`src/rtl/key_pkg.sv`:
```
// Shared types and defaults for the push-button front end.
package key_pkg;

    localparam int DEB_W  = 20;
    localparam int HOLD_W = 26;

    localparam logic [DEB_W-1:0]  DEBOUNCE_CNT_DEF   = 20'd999_999;
    localparam logic [HOLD_W-1:0] LONG_PRESS_CNT_DEF = 26'd49_999_999;

    typedef enum logic [1:0] {
        IDLE       = 2'd0,
        PRESS_FILT = 2'd1,
        DOWN       = 2'd2,
        REL_FILT   = 2'd3
    } key_state_t;

endpackage

```
`src/rtl/key_sync.sv`:
```
// Two-flop synchroniser for an active-low key; both stages reset to the released level.
// Latency 2 cycles, no backpressure.
module key_sync (
    input  logic i_clk,
    input  logic i_rst_n,
    input  logic i_d,
    output logic o_q
);

    logic r_meta;
    logic r_sync;

    always_ff @(posedge i_clk or negedge i_rst_n) begin
        if (!i_rst_n) begin
            r_meta <= 1'b1;
            r_sync <= 1'b1;
        end else begin
            r_meta <= i_d;
            r_sync <= r_meta;
        end
    end

    assign o_q = r_sync;

endmodule

```
`src/rtl/key_vaild_ctrl.sv`:
```
// Debounced key FSM producing press/release/long pulses and the toggled vaild level.
// Optional long-press path under KEY_LONG_PRESS_EN; all outputs registered, no backpressure.
module key_vaild_ctrl
    import key_pkg::*;
#(
    parameter logic [DEB_W-1:0]  DEBOUNCE_CNT   = DEBOUNCE_CNT_DEF,
    parameter logic [HOLD_W-1:0] LONG_PRESS_CNT = LONG_PRESS_CNT_DEF
) (
    input  logic sys_clk,
    input  logic rst_n,
    input  logic key_n,
    output logic vaild,
    output logic key_press,
    output logic key_release,
    output logic long_press
);

    // The detecting cycle in IDLE/DOWN is the first sample of the window,
    // so the filter state needs DEBOUNCE_CNT more (expects DEBOUNCE_CNT >= 2).
    localparam logic [DEB_W-1:0] DEB_LAST = DEBOUNCE_CNT - 20'd1;

    logic             w_key_s;
    key_state_t       r_state;
    key_state_t       w_state_nxt;
    logic [DEB_W-1:0] r_deb_cnt;
    logic [DEB_W-1:0] w_deb_cnt_nxt;
    logic             r_vaild;
    logic             w_vaild_nxt;
    logic             r_key_press;
    logic             w_press_nxt;
    logic             r_key_release;
    logic             w_release_nxt;
    logic             w_long_flag;

`ifdef KEY_LONG_PRESS_EN
    logic [HOLD_W-1:0] r_hold_cnt;
    logic [HOLD_W-1:0] w_hold_nxt;
    logic              r_long_flag;
    logic              w_long_flag_nxt;
    logic              r_long_press;
    logic              w_long_nxt;

    assign w_long_flag = r_long_flag;
`else
    logic w_unused_long;

    assign w_unused_long = ^LONG_PRESS_CNT;
    assign w_long_flag   = 1'b0;
`endif

    key_sync u_key_sync (
        .i_clk   (sys_clk),
        .i_rst_n (rst_n),
        .i_d     (key_n),
        .o_q     (w_key_s)
    );

    always_comb begin
        w_state_nxt   = r_state;
        w_deb_cnt_nxt = r_deb_cnt;
        w_vaild_nxt   = r_vaild;
        w_press_nxt   = 1'b0;
        w_release_nxt = 1'b0;
`ifdef KEY_LONG_PRESS_EN
        w_hold_nxt      = r_hold_cnt;
        w_long_flag_nxt = r_long_flag;
        w_long_nxt      = 1'b0;
`endif
        case (r_state)
            IDLE: begin
                if (!w_key_s) begin
                    w_state_nxt   = PRESS_FILT;
                    w_deb_cnt_nxt = '0;
                end
            end
            PRESS_FILT: begin
                if (w_key_s) begin
                    w_state_nxt = IDLE;
                end else if (r_deb_cnt == DEB_LAST) begin
                    w_state_nxt = DOWN;
                    w_press_nxt = 1'b1;
`ifdef KEY_LONG_PRESS_EN
                    w_hold_nxt      = '0;
                    w_long_flag_nxt = 1'b0;
`endif
                end else begin
                    w_deb_cnt_nxt = r_deb_cnt + 20'd1;
                end
            end
            DOWN: begin
`ifdef KEY_LONG_PRESS_EN
                if (r_hold_cnt != LONG_PRESS_CNT) begin
                    w_hold_nxt = r_hold_cnt + 26'd1;
                end
`endif
                if (w_key_s) begin
                    w_state_nxt   = REL_FILT;
                    w_deb_cnt_nxt = '0;
                end
            end
            REL_FILT: begin
                if (!w_key_s) begin
                    w_state_nxt = DOWN;
                end else if (r_deb_cnt == DEB_LAST) begin
                    w_state_nxt   = IDLE;
                    w_release_nxt = 1'b1;
                    if (!w_long_flag) begin
                        w_vaild_nxt = !r_vaild;
                    end
                end else begin
                    w_deb_cnt_nxt = r_deb_cnt + 20'd1;
                end
            end
            default: begin
                w_state_nxt = IDLE;
            end
        endcase
`ifdef KEY_LONG_PRESS_EN
        // Hold is frozen in REL_FILT, so the threshold can still be noticed there.
        if ((r_state == DOWN || r_state == REL_FILT) &&
            (r_hold_cnt == LONG_PRESS_CNT) && !r_long_flag) begin
            w_long_flag_nxt = 1'b1;
            w_long_nxt      = 1'b1;
            w_vaild_nxt     = 1'b0;
        end
`endif
    end

    always_ff @(posedge sys_clk or negedge rst_n) begin
        if (!rst_n) begin
            r_state       <= IDLE;
            r_deb_cnt     <= '0;
            r_vaild       <= 1'b0;
            r_key_press   <= 1'b0;
            r_key_release <= 1'b0;
        end else begin
            r_state       <= w_state_nxt;
            r_deb_cnt     <= w_deb_cnt_nxt;
            r_vaild       <= w_vaild_nxt;
            r_key_press   <= w_press_nxt;
            r_key_release <= w_release_nxt;
        end
    end

`ifdef KEY_LONG_PRESS_EN
    always_ff @(posedge sys_clk or negedge rst_n) begin
        if (!rst_n) begin
            r_hold_cnt   <= '0;
            r_long_flag  <= 1'b0;
            r_long_press <= 1'b0;
        end else begin
            r_hold_cnt   <= w_hold_nxt;
            r_long_flag  <= w_long_flag_nxt;
            r_long_press <= w_long_nxt;
        end
    end

    assign long_press = r_long_press;
`else
    assign long_press = 1'b0;
`endif

    assign vaild       = r_vaild;
    assign key_press   = r_key_press;
    assign key_release = r_key_release;

endmodule

```
`config.mk`:
```
export PLATFORM = sky130hd
export DESIGN_NAME = key_vaild_ctrl
export DESIGN_NICKNAME = d
export VERILOG_FILES = /design/src/rtl/key_pkg.sv /design/src/rtl/key_sync.sv /design/src/rtl/key_vaild_ctrl.sv
export SDC_FILE = /design/constraint.sdc
export NUM_CORES = 1
export LEC_CHECK = 0
export CORE_MARGIN = 8
export CORE_UTILIZATION = 32
export DETAILED_ROUTE_END_ITERATION = 7
export PLACE_DENSITY = 0.48
export SYNTH_ARGS = -nofsm -noshare
export SYNTH_HDL_FRONTEND = slang
export SYNTH_SLANG_ARGS = --single-unit
```
`constraint.sdc`:
```
create_clock -name sys_clk -period 5.95 [get_ports sys_clk]
set_clock_uncertainty 0.2 [all_clocks]
set_input_delay 1.19 -clock sys_clk [delete_from_list [all_inputs] [get_ports sys_clk]]
set_output_delay 1.19 -clock sys_clk [all_outputs]
set_load 0.05 [all_outputs]
```
Yosys cells after proc, flatten, opt, wreduce, memory -nomap -nowiden

Index checks and enable logic that the tools add are counted.

Mux-type cells: 18
$add $sub $neg: 1
Equality and inequality tests: 10
Reductions and logical operators: 5

Operators with widths:

| kind                                                             | count |
|---|---|
| 20-bit 2-to-1 mux                                                | 5 |
| 20-bit one-hot mux with 4 select lines                           | 1 |
| 20-bit by 1-bit adder with 20-bit output (second input constant) | 1 |
| 20-bit == test (second input constant)                           | 1 |
| 2-bit 2-to-1 mux                                                 | 6 |
| 2-bit one-hot mux with 4 select lines                            | 1 |
| 4-bit AND reduction                                              | 2 |
| 1-bit 2-to-1 mux                                                 | 5 |
| 2-bit == test (second input constant)                            | 2 |
| 2-bit by 1-bit != test with 1-bit output (second input constant) | 2 |
| 2-bit != test (second input constant)                            | 2 |
| 3-bit by 2-bit != test with 1-bit output (second input constant) | 1 |
| 3-bit != test (second input constant)                            | 1 |
| 3-bit AND reduction                                              | 1 |
| 2-bit by 1-bit == test with 1-bit output (second input constant) | 1 |
| 2-bit logical NOT                                                | 1 |
| 1-bit logical NOT                                                | 1 |

Output and inout port bits: 4
Word-level logic and storage cells: 41
Register bits: 27

Longest topological paths before layout

Gate-level depths: netlist of the first run.

Depth in word-level cells: 4
Mapped depth: 7
Mapped depth without buffers: 6

By module

From an unflattened synthesis of the first run, not the netlist that was laid out.

Cell total of the unflattened synthesis: 166
Area total of the unflattened synthesis: 1519.0 µm²

Modules (own cells, without submodules):

| module         | instances | sequential area each (µm²) | area an instance (µm²) | cells an instance |
|---|---|---|---|---|
| key_vaild_ctrl | 1         | 625.6                      | 1466.4                 | 164 |
| key_sync       | 1         | 52.6                       | 52.6                   | 2 |

Worst setup path before layout of the first run

Ideal clock, no wire load.

Kind: register -> register
Start: register r_deb_cnt[15]
End: register r_deb_cnt[6]
Buffers on the path: 1
Arrival: 1.725 ns
Stages on the path, launching flop included: 6
Slack: 3.899 ns
Clock period less this slack: 2.051 ns
Cells stage by stage: dfrtp_1 > buf_6 > or4_4 > nor4_4 > nor3_2 > a221o_1

Word-level cells in the longest chain between the ends: 4
Elaborated cells between the ends (all ways): 5
Classes of those cells: eq/ne: 1; mux: 4

Ends and longest elaborated chain:

| element                                     | line                                        | source |
|---|---|---|
| start: declaration                          | key_vaild_ctrl.sv:25                        | `logic [DEB_W-1:0] r_deb_cnt;` |
| start signal: assignment                    | key_vaild_ctrl.sv:138                       | `r_deb_cnt <= w_deb_cnt_nxt;` |
| 20-bit == test (*)                          | key_vaild_ctrl.sv:79, key_vaild_ctrl.sv:104 |  |
| 20-bit 2-to-1 mux (*)                       | n/a                                         |  |
| 20-bit 2-to-1 mux, on equally long branches | n/a                                         |  |
| 20-bit one-hot mux with 4 select lines (*)  | n/a                                         |  |

Every way passes the cells marked *; elsewhere a longest branch is shown, timed or not. The select of a mux whose other input is x is not followed.
A chain may end at the register's enable or synchronous reset.

Final worst setup path of the first run

Start: register r_vaild, in the netlist vaild
End: output vaild

RTL lines:

| element                  | line                  | source |
|---|---|---|
| start: declaration       | key_vaild_ctrl.sv:27  | `logic r_vaild;` |
| start signal: assignment | key_vaild_ctrl.sv:139 | `r_vaild <= w_vaild_nxt;` |
| end: declaration         | key_vaild_ctrl.sv:12  | `output logic vaild,` |

No word-level cell between the ends.

==> metrics.txt, run 1 <==
Final Cycle Share=0.481; drt wl/cell=16.0 um; Post-Synth Simple-Gate Area=0.330; Register-to-Register Path Depth=4; # port buffers=5; top cell family by delay on the critical path=buffers and inverters; vias in the first global route=1386; layout cells sized above 1=0.114; Yosys reg bits=27; die area=8090 um^2; Synth Cell Area=1750 um^2; leading cell type in the layout, fill and taps excluded=dfrtp_1; largest net degree at the start of global routing=37; placer congestion estimate=0.785; Setup TNS Final=0 ns; largest family of logic cells by synthesized area=simple AND/OR/NAND/NOR gates; Area Growth Syn to Fin=6.94%; Slowest Stage Delay on Critical Path=0.81 ns; drt first pass iters=4; Worst-Skew Late Latency=0.28 ns; Starting Density=0.324; most frequent cells in the layout=dfrtp_1, nand2_1, nand3_1, nand4_1, a21oi_1; Rel. slew slack=0.167; root buffer cell=clkbuf_8; register area share after synthesis=0.388; Hold Crit Class=flip-flop to flip-flop; Compound-Gate Fraction of Synth Area=0.157; fraction of synthesized area in multiplexers=0.0315; row count=27; Core Util, Final=0.346; CP Capture Point=vaild; Crit. Startpoint=vaild; Residual DRC=0; status=finished clean; Max FO, Critical Path=2; xor-xnor portion of the synthesized cell area=0.0150; crit path kind=flip-flop to output port; core area=5410 um^2; Ant. Diodes=0; clk buf depth=2; Net Count, Synth=195; number of setup violations in the final report=0; number of enable-type register cells in the synthesized netlist=0; Ys Warns=0; cell depth of the worst setup path=1; Cell Chain, Critical Path=clkdlybuf4s50_1; final wirelength=4090 um; Final Slew Violations=0; die width=89.9 um; Mapped Cells=190; via count=1462; Hold Buf Count CTS=0; GRT overflow=0; Final Critical Period=2.86 ns; post-synth cell types=51; vias per cell=5.71; CTS Buf Count=3; first-pass GRT wire length=6990 um; Leak=0.705 nW; H-tree depth=1; Worst path slowest cell=clkdlybuf4s50_1; Setup Buffers After CTS=0; footprint of the multi-input gates=970 um^2; Final ANT Viol Nets=0; Ports=7; Tightest Pin Transition=1.24 ns; initial antenna violation count=0; crit path DAT=1.47 ns; PwrDens=177 nW/um^2; async set or reset register ratio after synthesis=1.00; Buf/Inv on CP=1; dpl hpwl=2760 um; Worst R2R End=r_deb_cnt[19]; adder-cell share of the synthesized area=0.0143; nets=190; die height=89.9 um; data required time at the worst endpoint=4.56 ns; Worst setup SP type=flip-flop; Avg Inst Size Synth=9.21 um^2; Max Clock Freq=349 MHz; GRT Overall Usage=0.103; Register Area=678 um^2; Final Hold Vio Count=0; CTS resizes=0; number of max-cap violations=0; filler instances=569; Sinks on Clock Net=27; RSZ-0062 raised after global routing=no; Clock transition at path regs=0.10 ns; Worst Setup End Kind=output port; Post-synth top flop=dfrtp_1; IR drop worst, VDD=0.128 mV; CTS tree=built; reg-to-reg slack, setup=3.55 ns; first-iteration detailed-routing DRC count=103
==> layout make-up <==
class                   count  share of cell area
multi-input cells         141               0.518
flip-flops and latches     27               0.363
well taps                  72              0.0482
repair buffers              7              0.0348
clock buffers               3              0.0221
inverters                   5              0.0100
clock inverters             1             0.00401
==> sequential cells by signal (all words and copies together) (netlist names), named ones only <==
signal / cells
vaild: 1
u_key_sync.r_meta: 1
u_key_sync.o_q: 1
key_press: 1
r_state: 1
r_deb_cnt: 20
key_release: 1
==> Yosys cell counts (all sizes together), types with 3 or more instances <==
library cell  count  area (um^2)
dfrtp            25          626
nand2            19         71.3
nand3            16         85.1
buf              11         66.3
nand4             9         56.3
a21oi             8         40.0
and3              6         37.5
clkbuf            6         23.8
nor2              6         22.5
nor4              6         67.6
inv               5         18.8
nand3b            5         37.5
nor3              5         30.0
mux2              4         45.0
o211ai            4         30.0
o21ai             4         20.0
o311ai            4         35.0
or4               4         37.5
a22o              3         26.3
a31oi             3         18.8
nor3b             3         22.5
==> worst register-to-register path, stage by stage (launching register included) <==
cell and delay, ns:
dfrtp_1 0.47, xnor2_1 1.00, nand3b_1 0.14, or4_1 0.44, nand3_1 0.09
==> layer usage <==
layer / part of all wire / vias to the layer above / wire length [um] / GRT usage
li1: - / 714 / - / -
met1: 0.49 / 719 / 2010 / 0.136
met2: 0.47 / 27 / 1920 / 0.164
met3: 0.032 / 2 / 132 / 0.0216
met4: 0.0051 / 0 / 21 / 0.0277
met5: 0 / - / 0 / 0
==> power by group <==
part	internal, mW	leakage, nW	total, mW	switching, mW
Clock	0.0477	0.0217	0.110	0.0625
Combinational	0.00836	0.317	0.0247	0.0164
Sequential	0.187	0.366	0.196	0.00854
Total	0.243	0.705	0.331	0.0874
==> worst min-delay path by stage <==
stage	from	to	slack, ns	depth (start not counted)
after CTS	u_key_sync.r_meta	u_key_sync.o_q	0.17	0
after global placement	u_key_sync.r_meta	u_key_sync.o_q	0.15	0
final	u_key_sync.r_meta	u_key_sync.o_q	0.16	0
after floorplan	u_key_sync.r_meta	u_key_sync.o_q	0.15	0
after global routing	u_key_sync.r_meta	u_key_sync.o_q	0.17	0
after detailed placement	u_key_sync.r_meta	u_key_sync.o_q	0.15	0
==> cells by family (layout without fill, tap and decap cells) <==
| kind of cell | after synthesis | in the layout |
|---|---|---|
| and+or+nand+nor | 92 | 92 |
| buffers and inverters | 22 | 16 |
| muxes | 5 | 5 |
| other | 1 | 1 |
| AOI/OAI and AO/OA | 38 | 38 |
| DFF | 27 | 27 |
| adders and majority gates | 2 | 2 |
| xor gates and xnor gates | 3 | 3 |
==> per-stage QoR <==
stage | std cells | power (mW) | hold WS (ns) | area [um^2] | setup WS (ns)
6_report | 256 | 0.331 | 0.165 | 1870 | 3.09
5_1_grt | 256 | 0.346 | 0.168 | 1870 | 3.05
4_1_cts | 256 | 0.336 | 0.167 | 1870 | 3.06
3_5_place_dp | 252 | 0.224 | 0.150 | 1820 | 3.40
3_3_place_gp | 252 | 0.223 | 0.150 | 1820 | 3.40
2_1_floorplan | 190 | 0.214 | 0.145 | 1750 | 3.90
Note: power is estimated with default switching activity, not from simulation.
==> run 2: changes to the inputs <==
PLACE_DENSITY = 0.5   (was 0.48)
clock period = 2.4 ns   (was 5.95 ns; I/O delays follow)
==> run 2 against run 1 <==
  * Die area is the same
  * Hold slack gained 0.0046 ns
  * Utilization grew 0.79 points
  * Final area grew 2.3%
  * First-iteration DRC count grew 20%
  * Flip-flop and latch count is the same
  * Critical path depth grew 3
  * Critical endpoint is now r_deb_cnt[14]
==> metrics.txt, run 2 (synthesized netlist as in run 1, its figures left out) <==
GR Util met1=0.135; GRT overflow=0; Worst Setup End Kind=flip-flop; Max Clock Freq=462 MHz; Sinks on Clock Net=27; Setup TNS Final=0 ns; largest register by flop count=r_deb_cnt; Hold Buf Count CTS=0; die area=8090 um^2; first-iteration detailed-routing DRC count=124; die width=89.9 um; Tightest Pin Transition=0.788 ns; largest net degree at the start of global routing=31; layout cells sized above 1=0.142; CTS tree=built; Clock transition at path regs=0.10 ns; RSZ-0062 raised after global routing=no; final wirelength=4220 um; Final ANT Viol Nets=0; Leak=0.738 nW; crit path DAT=2.12 ns; Ant. Diodes=0; core area=5410 um^2; row count=27; drt first pass iters=4; vias in the first global route=1479; drt wl/cell=16.1 um; Final Slew Violations=0; Ports=7; vias per cell=5.66; GRT Overall Usage=0.105; via count=1482; final instance area=1910 um^2; Final Hold Vio Count=0; Setup Buffers After CTS=0; IR drop worst, VDD=0.233 mV; clk buf depth=2; # port buffers=5; CTS Buf Count=3; number of setup violations in the final report=0; leading cell type in the layout, fill and taps excluded=dfrtp_1; die height=89.9 um; H-tree depth=1; Worst setup SP type=flip-flop; grt met3 use=0.0150; Residual DRC=0; status=finished clean; initial antenna violation count=0; dpl hpwl=2950 um; Rel. slew slack=0.471; number of max-cap violations=0; Max FO, Critical Path=7; placer congestion estimate=0.797; Worst-Skew Late Latency=0.27 ns; nets=196; CTS resizes=0; Final Critical Period=2.16 ns; data required time at the worst endpoint=2.36 ns; overall power=0.825 mW; GR peak layer=met2; Area Growth Syn to Fin=9.37%; crit path kind=flip-flop to flip-flop; root buffer cell=clkbuf_8; met2 usage=0.167; Hold Crit Class=flip-flop to flip-flop; PwrDens=431 nW/um^2; first-pass GRT wire length=7120 um; Starting Density=0.324; most frequent cells in the layout=dfrtp_1, nand2_1, nand3_1, nand4_1; Final Cycle Share=0.901; placed cell areas=1870 um^2; max FFs per register=20
[run 2: changes by cell type in the layout (fill, tap and decap cells not counted)]
cell        previous run  this run
buf_4                  2         8
clkinv_2               0         1
clkinvlp_4             1         0
[run 2: power breakdown]
part / switching, mW / internal, mW
registers: 0.00960 / 0.464
clock network: 0.154 / 0.117
logic: 0.0541 / 0.0270
[run 2: per-stage QoR]
step / utilization / setup slack [ns] / instances / hold slack (ns)
4_1_cts: 0.354 / 0.211 / 262 / 0.170
6_report: 0.354 / 0.237 / 262 / 0.169
3_3_place_gp: 0.345 / 0.307 / 258 / 0.147
2_1_floorplan: - / 0.349 / 190 / -0.0156
5_1_grt: 0.354 / 0.127 / 262 / 0.177
3_5_place_dp: 0.345 / 0.275 / 258 / 0.151
[run 2: worst paths after layout]
| kind | start | to | slack [ns] | cells after the start |
|---|---|---|---|---|
| worst max-delay path | r_deb_cnt[0] | r_deb_cnt[14] | 0.24 | 4 |
| worst min register to register | u_key_sync.r_meta | u_key_sync.o_q | 0.17 | 0 |
| worst min-delay path | u_key_sync.r_meta | u_key_sync.o_q | 0.17 | 0 |
| worst max register to register | r_deb_cnt[0] | r_deb_cnt[14] | 0.24 | 4 |
| min in group asynchronous | rst_n | r_deb_cnt[16] | 0.38 | 2 |
| max in group asynchronous | rst_n | u_key_sync.o_q | 1.31 | 2 |
[run 2: final cells by class]
type / instances / area (um^2)
inverters: 5 / 18.8
clock buffers: 3 / 41.3
multi-input cells: 141 / 970
fillers: 555 / 3490
flip-flops and latches: 27 / 678
clock inverters: 1 / 5.00
well taps: 72 / 90.1
repair buffers: 13 / 110
[run 2: critical path: stages, from the launching register on]
cell and delay, ns:
dfrtp_1 0.43, ha_1 0.35, inv_1 0.13, or4_4 0.58
o311ai_0 0.35
[run 2: metal layers]
metal,vias up,wire [um],share of wire
met3,6,114,0.027
met2,24,2020,0.48
met4,0,80,0.019
li1,724,-,-
met1,728,2010,0.48
met5,-,0,0
==> run 3: changes to the inputs <==
DONT_BUFFER_PORTS = 1   (was unset)
PLACE_DENSITY = 0.48   (was 0.5)
==> run 3 against run 2 <==
  * Non-clock buffer count decreased by 1
  * Clock power decreased by 1%
  * Utilization about the same
  * Total power decreased by 0.14%
  * Global-route usage increased by 0.23 points
  * Combinational power increased by 3.3%
  * Sequential share of layout area about the same
  * Critical path type unchanged
==> metrics.txt, run 3 (synthesized netlist as in run 1, its figures left out) <==
Ports=7; Final ANT Viol Nets=0; Rel. slew slack=0.393; Buf/Inv on CP=1; die height=89.9 um; row count=27; number of setup violations in the final report=0; IR drop worst, VDD=0.218 mV; Final Cycle Share=0.912; via count=1453; Register Area=678 um^2; Starting Density=0.324; filler instances=553; Slowest Stage Delay on Critical Path=0.76 ns; final wirelength=4200 um; placer congestion estimate=0.854; GRT overflow=0; die area=8090 um^2; placed cell areas=1820 um^2; data required time at the worst endpoint=2.37 ns; Hold Crit Class=flip-flop to flip-flop; Worst setup SP type=flip-flop; nets=195; clk buf depth=2; # port buffers=0; largest register by flop count=r_deb_cnt; leading cell type in the layout, fill and taps excluded=dfrtp_1; Clock transition at path regs=0.10 ns; status=finished clean; GR peak layer=met2; initial antenna violation count=0; CTS Buf Count=3; H-tree depth=1; drt first pass iters=4; largest net degree at the start of global routing=28; core area=5410 um^2; GRT Overall Usage=0.107; worst hold slack=0.164 ns; Hold Buf Count CTS=3; met2 usage=0.171; first-pass GRT wire length=7230 um; CTS tree=built; Area Growth Syn to Fin=9.23%; Leak=0.741 nW; Worst path slowest cell=xnor2_1; Max FO, Critical Path=9; Setup Buffers After CTS=0; crit path kind=flip-flop to flip-flop; Sinks on Clock Net=27; layout cells sized above 1=0.153; CTS resizes=0; Cell Chain, Critical Path=xnor2_1 > buf_4 > nand3b_1 > o311ai_0; PwrDens=431 nW/um^2; footprint of the multi-input gates=970 um^2; vias in the first global route=1457; final instance area=1910 um^2; top cell family by delay on the critical path=XOR/XNOR gates; grt met3 use=0.0175; RSZ-0062 raised after global routing=no; Final Slew Violations=0; Ant. Diodes=0; drt wl/cell=16.1 um; most frequent cells in the layout=dfrtp_1, nand2_1, nand3_1, nand4_1, buf_4; Final Critical Period=2.19 ns; die width=89.9 um; GR Util met1=0.136; crit path DAT=2.16 ns; overall power=0.824 mW; vias per cell=5.57; dpl hpwl=3050 um; first-iteration detailed-routing DRC count=66; Tightest Pin Transition=0.905 ns; Max Clock Freq=457 MHz; max FFs per register=20; Residual DRC=0; Worst Setup End Kind=flip-flop; root buffer cell=clkbuf_8; Core Util, Final=0.353; number of max-cap violations=0; Final Hold Vio Count=0; Setup TNS Final=0 ns; Worst-Skew Late Latency=0.28 ns
## run 3: final cells by class
type,count,share of cell area
flip-flops and latches,27,0.355
well taps,72,0.0472
multi-input cells,141,0.508
inverters,5,0.00982
repair buffers,12,0.0563
clock inverters,1,0.00262
clock buffers,3,0.0216
## run 3: metrics by stage
step                std cells  setup slack [ns]
floorplan                 190             0.349
global placement          254             0.264
detailed placement        254             0.203
CTS                       261             0.179
global route              261            0.0937
finish                    261             0.211
## run 3: report_power, final
part           total (mW)  switching [mW]  internal [mW]
Sequential          0.474          0.0102          0.464
Combinational      0.0837          0.0542         0.0295
Clock               0.266           0.149          0.117
Total               0.824           0.214          0.610
## run 3: worst paths after layout
kind / slack (ns) / cells past startpoint / end / from
max in group asynchronous: 1.34 / 2 / u_key_sync.r_meta / rst_n
min in group asynchronous: 0.42 / 2 / r_deb_cnt[16] / rst_n
setup / recovery: 0.21 / 4 / r_deb_cnt[16] / flip-flop
setup reg to reg: 0.21 / 4 / r_deb_cnt[16] / flip-flop
hold / removal: 0.16 / 0 / u_key_sync.o_q / u_key_sync.r_meta
hold reg to reg: 0.16 / 0 / u_key_sync.o_q / u_key_sync.r_meta
## run 3: layer usage
| layer | vias to the layer above | part of all wire |
|---|---|---|
| met3 | 6 | 0.032 |
| met5 | - | 0 |
| li1 | 719 | - |
| met4 | 0 | 0.021 |
| met1 | 701 | 0.49 |
| met2 | 27 | 0.46 |
